### src/rtl/cnv_pkg.sv
// cnv_pkg: shared constants, tap indexing and FSM states for the 3x3 window generator
package cnv_pkg;
  localparam int PIX_W = 8;
  localparam int WIN_TAPS = 9;
  typedef enum logic [1:0] {ST_FILL, ST_RUN, ST_FLUSH} state_e;
  function automatic int tap_k(input int m, input int n);
    return 3 * (m + 1) + (n + 1);
  endfunction
endpackage

### src/rtl/line_buf.sv
// line_buf: DEPTH-deep circular delay line; reads the old word at addr while writing the new one
module line_buf #(
  parameter int DEPTH = 128,
  parameter int W = 8,
  localparam int AW = $clog2(DEPTH)
) (
  input  logic          clk,
  input  logic          en,
  input  logic [AW-1:0] addr,
  input  logic [W-1:0]  d,
  output logic [W-1:0]  q
);
  logic [W-1:0] mem [DEPTH];
  always_ff @(posedge clk) if (en) mem[addr] <= d;
  assign q = mem[addr];
endmodule

### src/rtl/win3x3_gen.sv
// win3x3_gen: streaming zero-padded 3x3 window generator with two line buffers and a self-timed flush
module win3x3_gen
  import cnv_pkg::state_e, cnv_pkg::ST_FILL, cnv_pkg::ST_RUN, cnv_pkg::ST_FLUSH, cnv_pkg::tap_k;
#(
  parameter int IMG_W = 128,
  parameter int IMG_H = 128,
  parameter int PIX_W = cnv_pkg::PIX_W,
  parameter int OUT_W = 128,
  localparam int ROW_W = $clog2(IMG_H),
  localparam int COL_W = $clog2(IMG_W)
) (
  input  logic             clk,
  input  logic             rstn,
  input  logic             vld_i,
  input  logic [PIX_W-1:0] pix_i,
  output logic             rdy_o,
  output logic [OUT_W-1:0] win_o,
  output logic             vld_o,
  output logic [ROW_W-1:0] row_o,
  output logic [COL_W-1:0] col_o,
  output logic             eof_o
);
  localparam int PW = $clog2(IMG_W * IMG_H);
  state_e st_q, st_d;
  logic [PW-1:0] pos_q, pos_d;
  logic [COL_W-1:0] addr_q, addr_d, ccol_q, ccol_d, col_q, col_d;
  logic [ROW_W-1:0] crow_q, crow_d, row_q, row_d;
  logic [2:0][PIX_W-1:0] a_q, a_d, b_q, b_d, cur;
  logic [OUT_W-1:0] win_q, win_d;
  logic vld_q, vld_d, eof_q, eof_d;
  logic flush, adv, emit, last, keep;
  logic [PIX_W-1:0] x, mid, top, tap;
  line_buf #(.DEPTH(IMG_W), .W(PIX_W)) u_lb1 (.clk(clk), .en(adv), .addr(addr_q), .d(x), .q(mid));
  line_buf #(.DEPTH(IMG_W), .W(PIX_W)) u_lb2 (.clk(clk), .en(adv), .addr(addr_q), .d(mid), .q(top));
  // The newest column (x, mid, top) is the n=+1 tap of the window centred IMG_W+1 positions back
  always_comb begin
    flush = st_q == ST_FLUSH;
    adv = flush || vld_i;
    emit = adv && st_q != ST_FILL;
    last = flush && pos_q == PW'(IMG_W);
    x = flush ? '0 : pix_i;
    cur = {x, mid, top};
    a_d = adv ? cur : a_q;
    b_d = adv ? a_q : b_q;
    addr_d = adv ? (addr_q == COL_W'(IMG_W - 1) ? '0 : addr_q + 1'b1) : addr_q;
    st_d = st_q;
    pos_d = adv ? pos_q + 1'b1 : pos_q;
    if (st_q == ST_FILL && vld_i && pos_q == PW'(IMG_W)) st_d = ST_RUN;
    if (st_q == ST_RUN && vld_i && pos_q == PW'(IMG_W * IMG_H - 1)) begin
      st_d = ST_FLUSH;
      pos_d = '0;
    end
    if (last) begin
      st_d = ST_FILL;
      pos_d = '0;
    end
    ccol_d = emit ? (ccol_q == COL_W'(IMG_W - 1) ? '0 : ccol_q + 1'b1) : ccol_q;
    crow_d = emit && ccol_q == COL_W'(IMG_W - 1) ? (crow_q == ROW_W'(IMG_H - 1) ? '0 : crow_q + 1'b1) : crow_q;
    keep = 1'b0;
    tap = '0;
    win_d = emit ? '0 : win_q;
    // Padding comes only from the centre counters, so stale buffer words never leak out
    for (int m = 0; m < 3; m++)
      for (int n = 0; n < 3; n++) begin
        keep = emit && !(m == 0 && crow_q == '0) && !(m == 2 && crow_q == ROW_W'(IMG_H - 1))
               && !(n == 0 && ccol_q == '0) && !(n == 2 && ccol_q == COL_W'(IMG_W - 1));
        tap = n == 2 ? cur[m] : n == 1 ? a_q[m] : b_q[m];
        if (keep) win_d[PIX_W*tap_k(m - 1, n - 1) +: PIX_W] = tap;
      end
    vld_d = emit;
    eof_d = last;
    row_d = emit ? crow_q : row_q;
    col_d = emit ? ccol_q : col_q;
  end
  always_ff @(posedge clk or negedge rstn)
    if (!rstn) begin
      st_q <= ST_FILL;
      pos_q <= '0;
      addr_q <= '0;
      ccol_q <= '0;
      crow_q <= '0;
      a_q <= '0;
      b_q <= '0;
      win_q <= '0;
      vld_q <= 1'b0;
      eof_q <= 1'b0;
      row_q <= '0;
      col_q <= '0;
    end else begin
      st_q <= st_d;
      pos_q <= pos_d;
      addr_q <= addr_d;
      ccol_q <= ccol_d;
      crow_q <= crow_d;
      a_q <= a_d;
      b_q <= b_d;
      win_q <= win_d;
      vld_q <= vld_d;
      eof_q <= eof_d;
      row_q <= row_d;
      col_q <= col_d;
    end
  assign rdy_o = st_q != ST_FLUSH;
  assign win_o = win_q;
  assign vld_o = vld_q;
  assign row_o = row_q;
  assign col_o = col_q;
  assign eof_o = eof_q;
endmodule

### config.mk
export PLATFORM = sky130hd
export DESIGN_NAME = win3x3_gen
export DESIGN_NICKNAME = d
export VERILOG_FILES = /design/src/rtl/cnv_pkg.sv /design/src/rtl/line_buf.sv /design/src/rtl/win3x3_gen.sv
export SDC_FILE = /design/constraint.sdc
export NUM_CORES = 2
export LEC_CHECK = 0
export BUFFER_PORTS_ARGS = -buffer_cell sky130_fd_sc_hd__buf_2
export CAP_MARGIN = 20
export CORE_UTILIZATION = 56
export DETAILED_ROUTE_END_ITERATION = 16
export PLACE_DENSITY = 0.75
export SKIP_CTS_REPAIR_TIMING = 1
export SYNTH_ARGS = -nofsm -noshare
export SYNTH_HDL_FRONTEND = slang
export SYNTH_HIERARCHICAL = 1
export SYNTH_SLANG_ARGS = --single-unit
### constraint.sdc
create_clock -name clk -period 5.3 [get_ports clk]
set_input_delay 1.06 -clock clk [delete_from_list [all_inputs] [get_ports clk]]
set_output_delay 1.06 -clock clk [all_outputs]
set_load 0.01 [all_outputs]
# Word-level counts from Yosys, hierarchy flattened
# Memories as Yosys holds them, arrays and structs flattened.
# Cells that the tools add are included.
# Widths: inputs -> output; s select.
[totals]
mem_bits_rw = 2048
word_cells = 94
out_inout_bits = 145
n_memories = 2
ff_bits = 173
input_bits = 11
[op_classes]
eq_ne = 8
reduce_logical = 34
addsub = 4
muxes = 22
[mem_list]
columns = ["memory", "depth", "word_bits", "rd", "rd_clocked_by_memory_dff", "write_ports", "line_no", "rtl"]
rows = [
  ["u_lb1.mem", 128, 8, 1, 0, 1, "line_buf.sv:13", "logic [W-1:0] mem [DEPTH];"],
  ["u_lb2.mem", 128, 8, 1, 0, 1, "line_buf.sv:13", ""],
]
[ops]
columns = ["op", "count"]
rows = [
  ["$mux 8", 10],
  ["$mux 72", 1],
  ["$mux 14", 3],
  ["$add 7x1->7 const B", 3],
  ["$eq 7x7->1 const B", 3],
  ["$mux 7", 3],
  ["$reduce_bool 2->1", 9],
  ["$logic_and 1x1->1", 15],
  ["$add 14x1->14 const B", 1],
  ["$eq 14x14->1 const B", 1],
  ["$eq 14x8->1 const B", 1],
  ["$logic_not 7->1", 2],
  ["$mux 2", 3],
  ["$reduce_bool 3->1", 2],
  ["$logic_not 1->1", 4],
  ["$eq 2x1->1 const B", 1],
  ["$eq 2x2->1 const B", 1],
  ["$logic_not 2->1", 1],
  ["$mux 1", 2],
  ["$ne 2x2->1 const B", 1],
  ["$logic_or 1x1->1", 1],
]

# Depth between registers and ports, before layout
[depth]
word_depth = 6
mapped_depth = 13
depth_no_buf = 9

# Cells and area by module
# The synthesis kept the hierarchy.
[by_module_without_submodules]
columns = ["module", "n_inst", "seq_area_each_um2", "cells_each", "area_each_um2"]
rows = [
  ["line_buf", 2, 30749.5, 2467, 40273.6],
  ["win3x3_gen", 1, 4329.2, 772, 7567.3],
]

# Least setup slack after synthesis
# No wires, ideal clock.
[synth_timing]
path_type = "reg2reg"
from = "register addr_q[2]"
to = "memory u_lb2.mem[0][2], data pin"
setup_slack_ps = 320
synth_period_minus_slack_ps = 4980
setup_ps = 1059
t_arrival_ps = 3921
required_time_ps = 4241
path_stages_with_launch = 10
path_buffers = 2
path_cell_list = "dfrtp_1 buf_6 buf_6 mux2_2 a22oi_2 o221ai_2 a221oi_2 nor2_1 a2111oi_2 nand4_1"
[synth_between]
elab_chain_len = 1
[synth_lines]
columns = ["item", "line_no", "rtl"]
rows = [
  ["from (decl)", "win3x3_gen.sv:26", "logic [COL_W-1:0] addr_q, addr_d, ccol_q, ccol_d, col_q, col_d;"],
  ["from (signal assigned)", "win3x3_gen.sv:92", "addr_q <= addr_d;"],
  ["$mem_v2 128x8", "n/a", ""],
  ["via mid[2]", "win3x3_gen.sv:32", "logic [PIX_W-1:0] x, mid, top, tap;"],
  ["to (decl)", "line_buf.sv:13", ""],
]
# The timed path passes the listed nets, and every way through them passes these cells.

# Final worst setup path
[layout_timing]
from = "register addr_q[2]"
to = "memory u_lb2.mem[100][0], data pin"
# The elaborated chain is that of the path after synthesis.

==> metrics.yaml <==
status:
  outcome: "finished with violations"
  violations: "negative setup slack"
run:
  maxCapViolations: 0
detailed_routing:
  avgRoutedWirePerCell_um: 30.90
  vias_per_cell: 6.985
  postRouteWirelength_um: 249500
  post-route-drc-count: 0
  dr_total_vias: 56410
  dr.first_iter.drc_count: 9896
  antenna_left: 0
  drt-pass1-iter-count: 6
logic_synthesis:
  synth_area_in_compound_gates_pct: 12.34
  syn_avg_cell_area_um2: 15.44
  ys_top_cells_by_count: "2,048 x sky130_fd_sc_hd__edfxtp_1, 492 x sky130_fd_sc_hd__nor2_1, 471 x sky130_fd_sc_hd__nand2_1, 440 x sky130_fd_sc_hd__a221oi_1, 257 x sky130_fd_sc_hd__a21oi_1"
  yosys_warnings: 6
  yosysTopAreaCell: "sky130_fd_sc_hd__edfxtp_1"
  xor_xnor_fraction_of_synth_area_pct: 0.1193
  largest_cells_by_area_after_synthesis: "sky130_fd_sc_hd__edfxtp_1 70%, sky130_fd_sc_hd__dfrtp_1 4.9%, sky130_fd_sc_hd__a221oi_1 4.4%, sky130_fd_sc_hd__nor2_1 2.1%, sky130_fd_sc_hd__nand2_1 2.0%"
  postSynth.topFlopCell: "sky130_fd_sc_hd__edfxtp_1"
  synth_top_family_by_area: "compound AO/OA/AOI/OAI gates"
  async_flop_share_pct: 7.789
  synthAdderAreaFrac_pct: 0.09940
  synth_cells: 5706
  synth-seq-area-share_pct: 74.71
  synth_edf_count: 2048
  synth_cell_types: 82
  seq_cells_post_synth: 2221
  post_synth_instance_area_um2: 88110
  synth_most_common_cell: "sky130_fd_sc_hd__edfxtp_1"
  synth_mux_area_share_pct: 3.759
  netlist.area_leader.share_pct: 69.79
  synth_simple_gate_area_share_pct: 5.882
clocking:
  cts-buffers-inserted: 201
  clock_latency_ps: 840
  cts_tree: "done"
  htree_levels: 4
  clkSinkCount: 2221
  path_clk_slew_ps: 60
  clk_root_buffer_cell: "sky130_fd_sc_hd__clkbuf_16"
  clock_tree.buffer_depth: 3
worst_setup_path:
  worstSetupPathType: "register to register"
  setup.worst_path.start: "addr_q[2]$_DFFE_PN0P_"
  critPathMaxStageDelay_ps: 1170
  crit_path_end_kind: "register"
  crit_end: "u_lb2/mem[100][0]$_DFFE_PP_"
  reg2reg_to: "u_lb2/mem[100][0]$_DFFE_PP_"
  critical-path-top-cell-by-count: "sky130_fd_sc_hd__o22ai_1"
  worst-endpoint-required_ps: 5750
  cp-start-kind: "register"
  path_delay_family: "compound AO/OA/AOI/OAI gates"
  worst_r2r_startpoint: "addr_q[2]$_DFFE_PN0P_"
  timing.critical_path.depth: 9
  ff2ff_path_depth: 9
  critPathBufInv: 3
  cp.arrival_ps: 5930
  timing.critical_path.fanout_max: 130
  r2r_slack_ps: -170
  timing.critical_path.slowest_stage_cell: "sky130_fd_sc_hd__o41ai_1"
  timing.critical_path.cells: "inv_2 > nand2_1 > buf_4 > o22ai_1 > a221oi_1 > o22ai_1 > o41ai_1 > nand4_1 > buf_12"
cells_and_area:
  synthToLayoutAreaGrowth_pct: 10.58
  final.fill_count: 10750
  nets: 5866
  drive_above_1_share_pct: 14.06
  finalNonFillerCells: 8075
floorplanning:
  placeableCoreArea_um2: 156200
  initial_core_util_pct: 56.41
  floorplan.die_area_um2: 158900
  width_of_the_chip_um: 398.7
  chipHeight_um: 398.7
  io-pin-count: 156
  std_cell_rows: 145
placement:
  gp_routability_congestion: 0.9390
  placed_cells: 7702
  io_buffers: 99
  detailedPlacementHpwl_um: 148200
  dpl_worst_slack_ps: 380.1
sta:
  fmax_mhz: 182.7
  timing.final.crit_share_pct: 103.3
  hold_viol_final: 0
  finalCriticalPeriod_ps: 5473
  hold-worst-slack_ps: 173.7
  worst_pin_slew_ps: 1279
  max_slew_margin_pct: 13.64
  grt_setup_unrepaired: "no"
  report.final.slew_viol_count: 0
  finClkSkew_ps: 27.36
  pnr_worst_setup_slack_ps: -173.0
  final-setup-viol-count: 130
power:
  switching_power_mw: 21.77
  vdd_ir_drop_max_v: 0.0008851
  p_leak_nw: 32.39
  power.density_nw_per_um2: 603.5
  cellInternalPower_mw: 37.04
  power.clock.fraction_pct: 23.3
  p_comb_share_pct: 34.1
  pwr-share-seq_pct: 42.6
  p_sw_share_pct: 37.02
grt:
  number_of_global_route_vias_before_repair: 53350
  antenna_found_initial: 4
  grt_util_all_layers_pct: 31.07
  globalRoute.totalOverflow: 0
  grt_max_degree: 131
  first_pass_grt_wire_length_um: 362100
worst_hold_path:
  worstHoldPathType: "input pin to asynchronous set/reset pin"
## flip-flops by register name, summed over array words and instances, names as in the netlist, 2 cells and up
| register | count |
|---|---|
| u_lb1/mem | 1024 |
| u_lb2/mem | 1024 |
| win_o | 72 |
| a_q | 24 |
| b_q | 24 |
| pos_q | 14 |
| addr_q | 7 |
| ccol_q | 7 |
| col_o | 7 |
| crow_q | 7 |
| row_o | 7 |
| st_q | 2 |
## worst register-to-register path: cells and delay by family, from the launching register on
kind	cells	cell delay, ps
AOI/OAI and AO/OA	4	1920
buffers and inverters	3	1180
and+or+nand+nor	2	950
DFF	1	880
## cell type report
class	instances	area (um^2)	area share, %
Tap cell	2058	2575	2.643
Antenna cell	1	2.502	0.002568
Multi-Input combinational cell	3038	19890	20.41
Clock buffer	266	5453	5.596
Clock inverter	105	658.1	0.6754
Inverter	21	81.33	0.08347
Timing Repair Buffer	365	2932	3.009
Sequential cell	2221	65850	67.58
## worst min path at each step
stage	to	slack [ps]	start
CTS	win_o[70]$_DFFE_PN0P_	160	rstn
floorplan	b_q[10]$_DFFE_PN0P_	440	b_q[10]$_DFFE_PN0P_
global placement	win_o[33]$_DFFE_PN0P_	450	win_o[33]$_DFFE_PN0P_
global route	win_o[70]$_DFFE_PN0P_	210	rstn
finish	win_o[67]$_DFFE_PN0P_	170	rstn
detailed placement	row_o[4]$_DFFE_PN0P_	450	row_o[4]$_DFFE_PN0P_
## power by group through the flow
stage | combinational, mW | clock, mW | sequential (mW)
6_report | 20.1 | 13.7 | 25.0
3_3_place_gp | 18.8 | 0 | 25.3
5_1_grt | 20.8 | 14.4 | 25.1
3_5_place_dp | 19.3 | 0 | 25.3
4_1_cts | 19.4 | 13.8 | 25.0
2_1_floorplan | 10.3 | 0 | 24.5
## per-stage QoR
step / TNS [ps] / util [%] / instance area, um^2 / total power [mW]
floorplan: 0 / - / 88320 / 34.79
global placement: 0 / 58.45 / 91300 / 44.12
detailed placement: 0 / 58.46 / 91320 / 44.62
CTS: 0 / 62.37 / 97430 / 58.09
global route: 0 / 62.38 / 97430 / 60.25
finish: -14120 / 62.38 / 97440 / 58.80
## cells in the final DEF, fill, tap and decap left out, drive strengths merged, types with 43 or more instances in the layout
cell,n
nand2,471
nand3,46
conb,56
a221oi,446
a21oi,257
clkbuf,266
nor3,43
mux2i,132
mux2,131
dfrtp,173
a22oi,148
clkinv,93
edfxtp,2048
a22o,117
nor2,494
o22ai,50
o21ai,215
buf,365
## kinds of logic after synthesis
kind of cell / Yosys count
buf+inv: 502
fa+ha+maj: 7
other cells: 1
flops: 2221
mux: 285
xor+xnor: 12
simple gates: 1207
compound gates: 1471
## routing by layer
layer	track usage [%]	share of wire [%]
met1	43.63	36
met2	45.19	44
met3	10.08	16
met4	12.11	4.5
met5	0	0.018
Note: power is estimated with default switching activity, not from simulation.
